File: config.mk
export PLATFORM = sky130hd
export DESIGN_NAME = alu_dispatch_flat
export DESIGN_NICKNAME = d
export VERILOG_FILES = /design/src/rtl/alu_dispatch_if.sv /design/src/rtl/alu_dispatch.sv /design/src/flat_wrapper.sv
export SDC_FILE = /design/constraint.sdc
export NUM_CORES = 1
export LEC_CHECK = 0
export BUFFER_PORTS_ARGS = -buffer_cell sky130_fd_sc_hd__buf_2
export CAP_MARGIN = 20
export CORE_UTILIZATION = 39
export DETAILED_ROUTE_END_ITERATION = 10
export GPL_TIMING_DRIVEN = 0
export HOLD_SLACK_MARGIN = 0.05
export PLACE_DENSITY = 0.82
export SYNTH_ARGS = -nofsm -noshare
export SYNTH_HDL_FRONTEND = slang
export SYNTH_SLANG_ARGS = --single-unit
export TNS_END_PERCENT = 5
File: constraint.sdc
create_clock -name clk -period 2.1 [get_ports clk]
set_clock_uncertainty 0.2 [all_clocks]
set_input_delay 0.42 -clock clk [delete_from_list [all_inputs] [get_ports clk]]
set_output_delay 0.42 -clock clk [all_outputs]
set_load 0.01 [all_outputs]
File: src/rtl/alu_dispatch_if.sv
// Instruction-in and writeback-out handshake bundle for alu_dispatch.
// slave is the dispatcher view; master is the instruction source / register file view.
interface alu_dispatch_if #(
  parameter int unsigned DST_W = 3
);
  logic             in_valid;
  logic             in_ready;
  logic [7:0]       in_op;
  logic [7:0]       in_a;
  logic [7:0]       in_b;
  logic [DST_W-1:0] in_dst;

  logic             wb_valid;
  logic             wb_ready;
  logic [DST_W-1:0] wb_dst;
  logic [7:0]       wb_data;
  logic             wb_hi;

  modport master (
    output in_valid, in_op, in_a, in_b, in_dst,
    input  in_ready,
    input  wb_valid, wb_dst, wb_data, wb_hi,
    output wb_ready
  );

  modport slave (
    input  in_valid, in_op, in_a, in_b, in_dst,
    output in_ready,
    output wb_valid, wb_dst, wb_data, wb_hi,
    input  wb_ready
  );
endinterface

File: src/rtl/alu_dispatch.sv
// Initiator for the combinational ALU: issues one instruction, captures result/flags, writes back.
// Define ALU_DISPATCH_MULHI_EN to add a second writeback beat carrying the MUL high byte.
module alu_dispatch #(
  parameter int unsigned DST_W        = 3,
  parameter int unsigned ISSUE_CYCLES = 1
) (
  input  logic                clk,
  input  logic                rst_n,
  alu_dispatch_if.slave       bus,
  output logic                alu_enable,
  output logic [7:0]          alu_operation,
  output logic [7:0]          alu_op1,
  output logic [7:0]          alu_op2,
  output logic                alu_cpu_carry,
  input  logic [7:0]          alu_result_l,
  input  logic [7:0]          alu_result_h,
  input  logic                alu_carry,
  input  logic                alu_zero,
  input  logic                alu_sign,
  output logic                flag_c,
  output logic                flag_z,
  output logic                flag_s,
  input  logic                flag_we,
  input  logic [2:0]          flag_wdata
);

  localparam int unsigned CNT_W = (ISSUE_CYCLES > 1) ? $clog2(ISSUE_CYCLES) : 1;

  typedef enum logic [1:0] {
    IDLE,
    ISSUE,
`ifdef ALU_DISPATCH_MULHI_EN
    WB_HI,
`endif
    WB_LO
  } state_t;

  state_t           state_q, state_d;
  logic [CNT_W-1:0] cnt_q;
  logic [7:0]       op_q, a_q, b_q;
  logic [DST_W-1:0] dst_q;
  logic [7:0]       res_l_q;
  logic             accept, capture;

`ifdef ALU_DISPATCH_MULHI_EN
  logic [7:0]       res_h_q;
  logic             is_mul;
  assign is_mul = (op_q[7:2] == 6'b100100);
`else
  logic             unused_res_h;
  assign unused_res_h = ^alu_result_h;
`endif

  always_ff @(posedge clk or negedge rst_n) begin
    if (!rst_n) state_q <= IDLE;
    else        state_q <= state_d;
  end

  always_comb begin
    state_d = state_q;
    accept  = 1'b0;
    capture = 1'b0;
    unique case (state_q)
      IDLE: begin
        if (bus.in_valid) begin
          accept  = 1'b1;
          state_d = ISSUE;
        end
      end
      ISSUE: begin
        if (cnt_q == '0) begin
          capture = 1'b1;
          state_d = WB_LO;
        end
      end
      WB_LO: begin
        if (bus.wb_ready) begin
`ifdef ALU_DISPATCH_MULHI_EN
          state_d = is_mul ? WB_HI : IDLE;
`else
          state_d = IDLE;
`endif
        end
      end
`ifdef ALU_DISPATCH_MULHI_EN
      WB_HI: begin
        if (bus.wb_ready) state_d = IDLE;
      end
`endif
      default: state_d = IDLE;
    endcase
  end

  always_comb begin
    bus.in_ready = (state_q == IDLE);
    alu_enable   = (state_q == ISSUE);
    bus.wb_valid = 1'b0;
    bus.wb_data  = res_l_q;
    bus.wb_dst   = dst_q;
    bus.wb_hi    = 1'b0;
    if (state_q == WB_LO) bus.wb_valid = 1'b1;
`ifdef ALU_DISPATCH_MULHI_EN
    // High beat targets the next register, wrapping at the top of the file.
    if (state_q == WB_HI) begin
      bus.wb_valid = 1'b1;
      bus.wb_data  = res_h_q;
      bus.wb_dst   = dst_q + DST_W'(1);
      bus.wb_hi    = 1'b1;
    end
`endif
  end

  assign alu_operation = op_q;
  assign alu_op1       = a_q;
  assign alu_op2       = b_q;
  assign alu_cpu_carry = flag_c;

  always_ff @(posedge clk or negedge rst_n) begin
    if (!rst_n) begin
      cnt_q   <= '0;
      op_q    <= '0;
      a_q     <= '0;
      b_q     <= '0;
      dst_q   <= '0;
      res_l_q <= '0;
    end else begin
      if (accept) begin
        cnt_q <= CNT_W'(ISSUE_CYCLES - 1);
        op_q  <= bus.in_op;
        a_q   <= bus.in_a;
        b_q   <= bus.in_b;
        dst_q <= bus.in_dst;
      end else if (state_q == ISSUE && cnt_q != '0) begin
        cnt_q <= cnt_q - 1'b1;
      end
      if (capture) res_l_q <= alu_result_l;
    end
  end

`ifdef ALU_DISPATCH_MULHI_EN
  always_ff @(posedge clk or negedge rst_n) begin
    if (!rst_n)       res_h_q <= '0;
    else if (capture) res_h_q <= alu_result_h;
  end
`endif

  // Flags only move at capture or an idle external load, so cpu_carry is frozen across ISSUE.
  always_ff @(posedge clk or negedge rst_n) begin
    if (!rst_n) begin
      flag_c <= 1'b0;
      flag_z <= 1'b0;
      flag_s <= 1'b0;
    end else if (capture) begin
      flag_c <= alu_carry;
      flag_z <= alu_zero;
      flag_s <= alu_sign;
    end else if (state_q == IDLE && flag_we) begin
      {flag_c, flag_z, flag_s} <= flag_wdata;
    end
  end

endmodule

File: src/flat_wrapper.sv
// flat-port wrapper written by rule: the top's interface ports become plain ports
module alu_dispatch_flat 
#(
  parameter int unsigned DST_W        = 3,
  parameter int unsigned ISSUE_CYCLES = 1
)
  (clk, rst_n, alu_enable, alu_operation, alu_op1, alu_op2, alu_cpu_carry, alu_result_l, alu_result_h, alu_carry, alu_zero, alu_sign, flag_c, flag_z, flag_s, flag_we, flag_wdata, bus_in_valid, bus_in_op, bus_in_a, bus_in_b, bus_in_dst, bus_in_ready, bus_wb_valid, bus_wb_dst, bus_wb_data, bus_wb_hi, bus_wb_ready);
  alu_dispatch_if #(.DST_W(DST_W)) bus_i ();
  input  logic clk;
  input  logic rst_n;
  output logic alu_enable;
  output logic [7:0] alu_operation;
  output logic [7:0] alu_op1;
  output logic [7:0] alu_op2;
  output logic alu_cpu_carry;
  input  logic [7:0] alu_result_l;
  input  logic [7:0] alu_result_h;
  input  logic alu_carry;
  input  logic alu_zero;
  input  logic alu_sign;
  output logic flag_c;
  output logic flag_z;
  output logic flag_s;
  input  logic flag_we;
  input  logic [2:0] flag_wdata;
  input wire logic [$bits(bus_i.in_valid)-1:0] bus_in_valid;
  input wire logic [$bits(bus_i.in_op)-1:0] bus_in_op;
  input wire logic [$bits(bus_i.in_a)-1:0] bus_in_a;
  input wire logic [$bits(bus_i.in_b)-1:0] bus_in_b;
  input wire logic [$bits(bus_i.in_dst)-1:0] bus_in_dst;
  output wire logic [$bits(bus_i.in_ready)-1:0] bus_in_ready;
  output wire logic [$bits(bus_i.wb_valid)-1:0] bus_wb_valid;
  output wire logic [$bits(bus_i.wb_dst)-1:0] bus_wb_dst;
  output wire logic [$bits(bus_i.wb_data)-1:0] bus_wb_data;
  output wire logic [$bits(bus_i.wb_hi)-1:0] bus_wb_hi;
  input wire logic [$bits(bus_i.wb_ready)-1:0] bus_wb_ready;
  assign bus_i.in_valid = bus_in_valid;
  assign bus_i.in_op = bus_in_op;
  assign bus_i.in_a = bus_in_a;
  assign bus_i.in_b = bus_in_b;
  assign bus_i.in_dst = bus_in_dst;
  assign bus_in_ready = bus_i.in_ready;
  assign bus_wb_valid = bus_i.wb_valid;
  assign bus_wb_dst = bus_i.wb_dst;
  assign bus_wb_data = bus_i.wb_data;
  assign bus_wb_hi = bus_i.wb_hi;
  assign bus_i.wb_ready = bus_wb_ready;
  alu_dispatch #(.DST_W(DST_W), .ISSUE_CYCLES(ISSUE_CYCLES)) u_core (.clk(clk), .rst_n(rst_n), .bus(bus_i), .alu_enable(alu_enable), .alu_operation(alu_operation), .alu_op1(alu_op1), .alu_op2(alu_op2), .alu_cpu_carry(alu_cpu_carry), .alu_result_l(alu_result_l), .alu_result_h(alu_result_h), .alu_carry(alu_carry), .alu_zero(alu_zero), .alu_sign(alu_sign), .flag_c(flag_c), .flag_z(flag_z), .flag_s(flag_s), .flag_we(flag_we), .flag_wdata(flag_wdata));
endmodule
Word-level counts from Yosys, hierarchy flattened:

Cells that the tools add are included.

* bits in registers: 41
* output and inout port bits: 43
* bits of input ports: 54

* equality and inequality tests: 5
* muxes and demuxes: 17
* add/subtract/negate cells: 1
* reductions and logical operators: 6

Operator list (count)
* two-way mux 1 bit: 13
* two-way mux 2 bit: 3
* inequality test 2 bit, second input constant: 3
* one-hot mux 2 bit (3 select lines): 1
* nonzero test 2 bit: 2
* AND reduction 3 bit: 1
* equality test 2 x 1 -> 1 bit, second input constant: 1
* equality test 2 bit, second input constant: 1
* logical AND 1 bit: 2
* logical NOT 2 bit: 1
* subtractor 1 bit, second input constant: 1

Longest topological paths before layout:

* depth in word-level cells: 4
* gate-level depth with buffers: 5
* depth with buffers taken out: 3

Worst setup path after synthesis:

OpenSTA, ideal clock, no wires.

* path kind: register -> register
* from: reg u_core.state_q[1]
* to: reg u_core.b_q[4], in the netlist u_core.alu_op2[4]
* setup time: 0.125 ns
* arrival: 1.350 ns
* cell stages (with the launch flop): 6
* path slack: 0.425 ns
* data required time: 1.775 ns
* cell sequence: dfrtp_1 > nor2_2 > and2_4 > buf_6 > buf_6 > mux2_4

* longest elaborated chain between the ends: 2

Ends and longest elaborated chain
* start, declared: line alu_dispatch.sv:38 `state_t state_q, state_d;`
* start signal, assigned: line alu_dispatch.sv:56 `else state_q <= state_d;`
* logical NOT 2 bit
* via bus_in_ready: line flat_wrapper.sv:31 `output wire logic [$bits(bus_i.in_ready)-1:0] bus_in_ready;`
* two-way mux 1 bit: line alu_dispatch.sv:63 `unique case (state_q)`
* end signal, assigned: line alu_dispatch.sv:131 `b_q <= bus.in_b;`
* end, declared: line alu_dispatch.sv:40 `logic [7:0] op_q, a_q, b_q;`

The timed path passes the listed nets, and every way through them passes these cells.
A chain may end at the register's enable or synchronous reset.

Worst setup path after layout:

* from: reg u_core.state_q[1]
* to: out bus_wb_valid

* longest elaborated chain between the ends: 2

Ends and longest elaborated chain
* equality test 2 bit: line alu_dispatch.sv:101 `if (state_q == WB_LO) bus.wb_valid = 1'b1;`
* two-way mux 1 bit: line alu_dispatch.sv:101
* end, declared: line flat_wrapper.sv:32 `output wire logic [$bits(bus_i.wb_valid)-1:0] bus_wb_valid;`

Every way passes these cells.

==> results.md <==
* Commonest non-fill, non-tap cell in the layout: buf_2
* Bufs and invs on worst path at 1
* XOR/XNOR Fraction of Synth Area at 0%
* Hold Buf Count CTS at 0
* Antenna Cells at 0
* Critical path startpoint: u_core.state_q[1]
* Area of the multi-input gates at 556.8 sq um
* Hold_ws at 0.04482 ns
* Antenna viol nets, final at 0
* Syn_area_per_cell at 16.18 sq um
* Inserted Clock Buffers at 5
* Post-Synthesis Net Count at 155
* Num rows at 23
* Max Freq at 571.3 MHz
* Worst path cell trace: nor2b_1 -> buf_2
* Max-cap violations at 0
* YS warnings at 0
* Leak Pwr at 0.001151 uW
* Hold Vio Cnt, Final at 0
* Area growth syn-to-layout at 38.67%
* CP max-delay cell: dfrtp_1
* Die width at 66.73 um
* I/O Pins at 97
* Worst setup path end: bus_wb_valid
* Worst-Margin Slew at 0.8738 ns
* Post-CTS sizing at 0
* Synth cell types at 17
* Post-Syn Instances at 101
* Crit path max fanout at 7
* Layout cells sized above 1 at 70.92%
* Via count at 1150
* Worst reg-to-reg path cell count at 4
* Antenna violations before repair at 0
* Vias in the first global route at 1130
* Post-CTS setup buffer count at 0
* Number of synthesized register bits at 41
* CTS Root Cell: clkbuf_8
* First-pass GRT wire length at 4961 um
* Drt drc at 0
* Setup violations, final at 0
* Slew headroom at 41.74%
* Sequential area share after synthesis at 62.79%
* Post-DP HPWL at 2392 um
* Max Slew Vio Count at 0
* Status: completed
* Critical path depth at 2
* Initial Util at 40.85%
* Fin crit share at 83.35%
* Core Area at 4000 sq um
* Simple-gate share of the synthesized area at 3.446%
* Top cells by area, synth: dfrtp_1 (63%), mux2_2 (19%), mux2_4 (7.4%)
* Most frequent cells in the layout: buf_2 (89), dfrtp_1 (41), mux2_2 (27), mux2_4 (8), o22a_1 (6)
* Synthesized area at 1634 sq um
* Die Ht at 66.73 um
* Reg2Reg Setup Slack at 0.39 ns
* Filler cells at 326
* Layout Nets at 249
* Top cell type's share of synthesized area at 62.79%
* Crit path DAT at 1.13 ns
* Power per cell area at 1578 nW/um^2
* H-tree depth at 2
* Max VDD drop at 848.0 uV
* Drt wl/cell at 12.95 um
* Compound-Gate Fraction of Synth Area at 4.441%
* Initial DRC Count at 27
* Mux contribution to synthesized area at 25.96%
* Drt total wl at 3185 um
* CTS tree: built
* Post-DR vias/cell at 4.675
* RSZ-0062 raised after global routing: false
* Post-synthesis adder-cell area fraction at 0%
* Minimum clock period at 1.750 ns
* Delay-heaviest family, CP: flip-flops
* Die Area at 4453 sq um
* Startpoint Class: flip-flop
* Clock transition at path regs at 0.08 ns
* PortBufs at 87
* Sequential cell area at 1026 sq um
* Setup TNS at 0 ns
* GR Util All Layers at 15.44%
* Synth area leader: dfrtp_1
* Critical R2R Capture: u_core.bus.wb_data[2]
* CP endpoint kind: primary output
* Global route overflow at 0
* Pin count of the biggest net entering global routing at 42
* RePlAce Congestion at 0.6552
* Largest family of logic cells by synthesized area: multiplexers
* TritonCTS Sinks at 41
* Clk buf depth at 2
* Critical R2R Launch: u_core.state_q[1]
* Crit path largest cell delay at 0.48 ns
* Router iterations before antenna repair at 4
* Clk_lat worst skew at 0.29 ns
* Critical path type: reg2out
* Worst hold path class: in2async
* CP required at 1.48 ns
==> logic make-up after synthesis <==
family          count (synthesis)
flops                          41
mux                            35
compound gates                  9
simple gates                    8
buf+inv                         7
other cells                     1
==> layout make-up <==
type / count / area share (%)
Buffer: 6 / 2.098
Clock buffer: 5 / 3.037
Clock inverter: 3 / 2.871
Inverter: 1 / 0.1657
Multi-Input combinational cell: 53 / 24.57
Sequential cell: 41 / 45.28
Tap cell: 50 / 2.761
Timing Repair Buffer: 87 / 19.22
==> how the worst min path moves through the flow <==
stage / from / endpoint
CTS: rst_n / u_core.bus.wb_data[5]
floorplan: rst_n / u_core.alu_cpu_carry
global route: rst_n / u_core.bus.wb_dst[0]
detailed placement: u_core.flag_z / u_core.flag_z
global placement: u_core.flag_z / u_core.flag_z
finish: rst_n / u_core.alu_operation[5]
==> per-stage QoR <==
stage	area (sq um)	instances	setup WS, ns	util (%)	power [uW]
global route	2266	246	0.2571	56.65	3799
CTS	2266	246	0.3352	56.65	3628
global placement	2132	238	0.3921	53.30	2823
detailed placement	2132	238	0.3956	53.30	2874
finish	2266	246	0.3496	56.65	3576
floorplan	1634	101	0.4251	-	2291
==> routing by layer <==
metal	GRT usage, %	up-vias	share of wire (%)
met5	0	-	0
met4	7.979	0	1.4
met3	4.623	6	7.3
met2	25.25	52	49
met1	18.14	556	42
li1	-	536	-
==> worst register-to-register path: cells and delay by family (launching register included) <==
| kind | cells | cell delay (ns) |
|---|---|---|
| buffers and inverters | 1 | 0.24 |
| and+or+nand+nor | 2 | 0.34 |
| DFF | 1 | 0.47 |
| muxes | 1 | 0.36 |
==> report_power, final <==
group          total, uW  leakage [uW]  internal [uW]  switching [uW]
sequential          1390      0.000481           1180             210
clock                738     0.0000681            472             266
combinational       1450      0.000601            812             635
total               3580       0.00115           2470            1110
==> registers in the layout (all words and copies together) (netlist names) <==
register	flops
u_core.bus.wb_data	8
u_core.alu_op1	8
u_core.cnt_q	1
u_core.alu_cpu_carry	1
u_core.flag_z	1
u_core.alu_op2	8
u_core.alu_operation	8
u_core.bus.wb_dst	3
u_core.state_q	2
u_core.flag_s	1
==> synthesized netlist by cell type <==
cell       n
nor2b_2    1
mux2_2    27
and2_4     1
nor3b_1    1
conb_1     1
o22a_1     6
dfrtp_1   41
buf_2      2
buf_6      2
a21o_1     2
nand2b_1   2
a21oi_1    1
inv_1      1
nor2_2     1
mux2_4     8
nor2b_1    2
buf_4      2
Power figures use the tool's default switching activity.
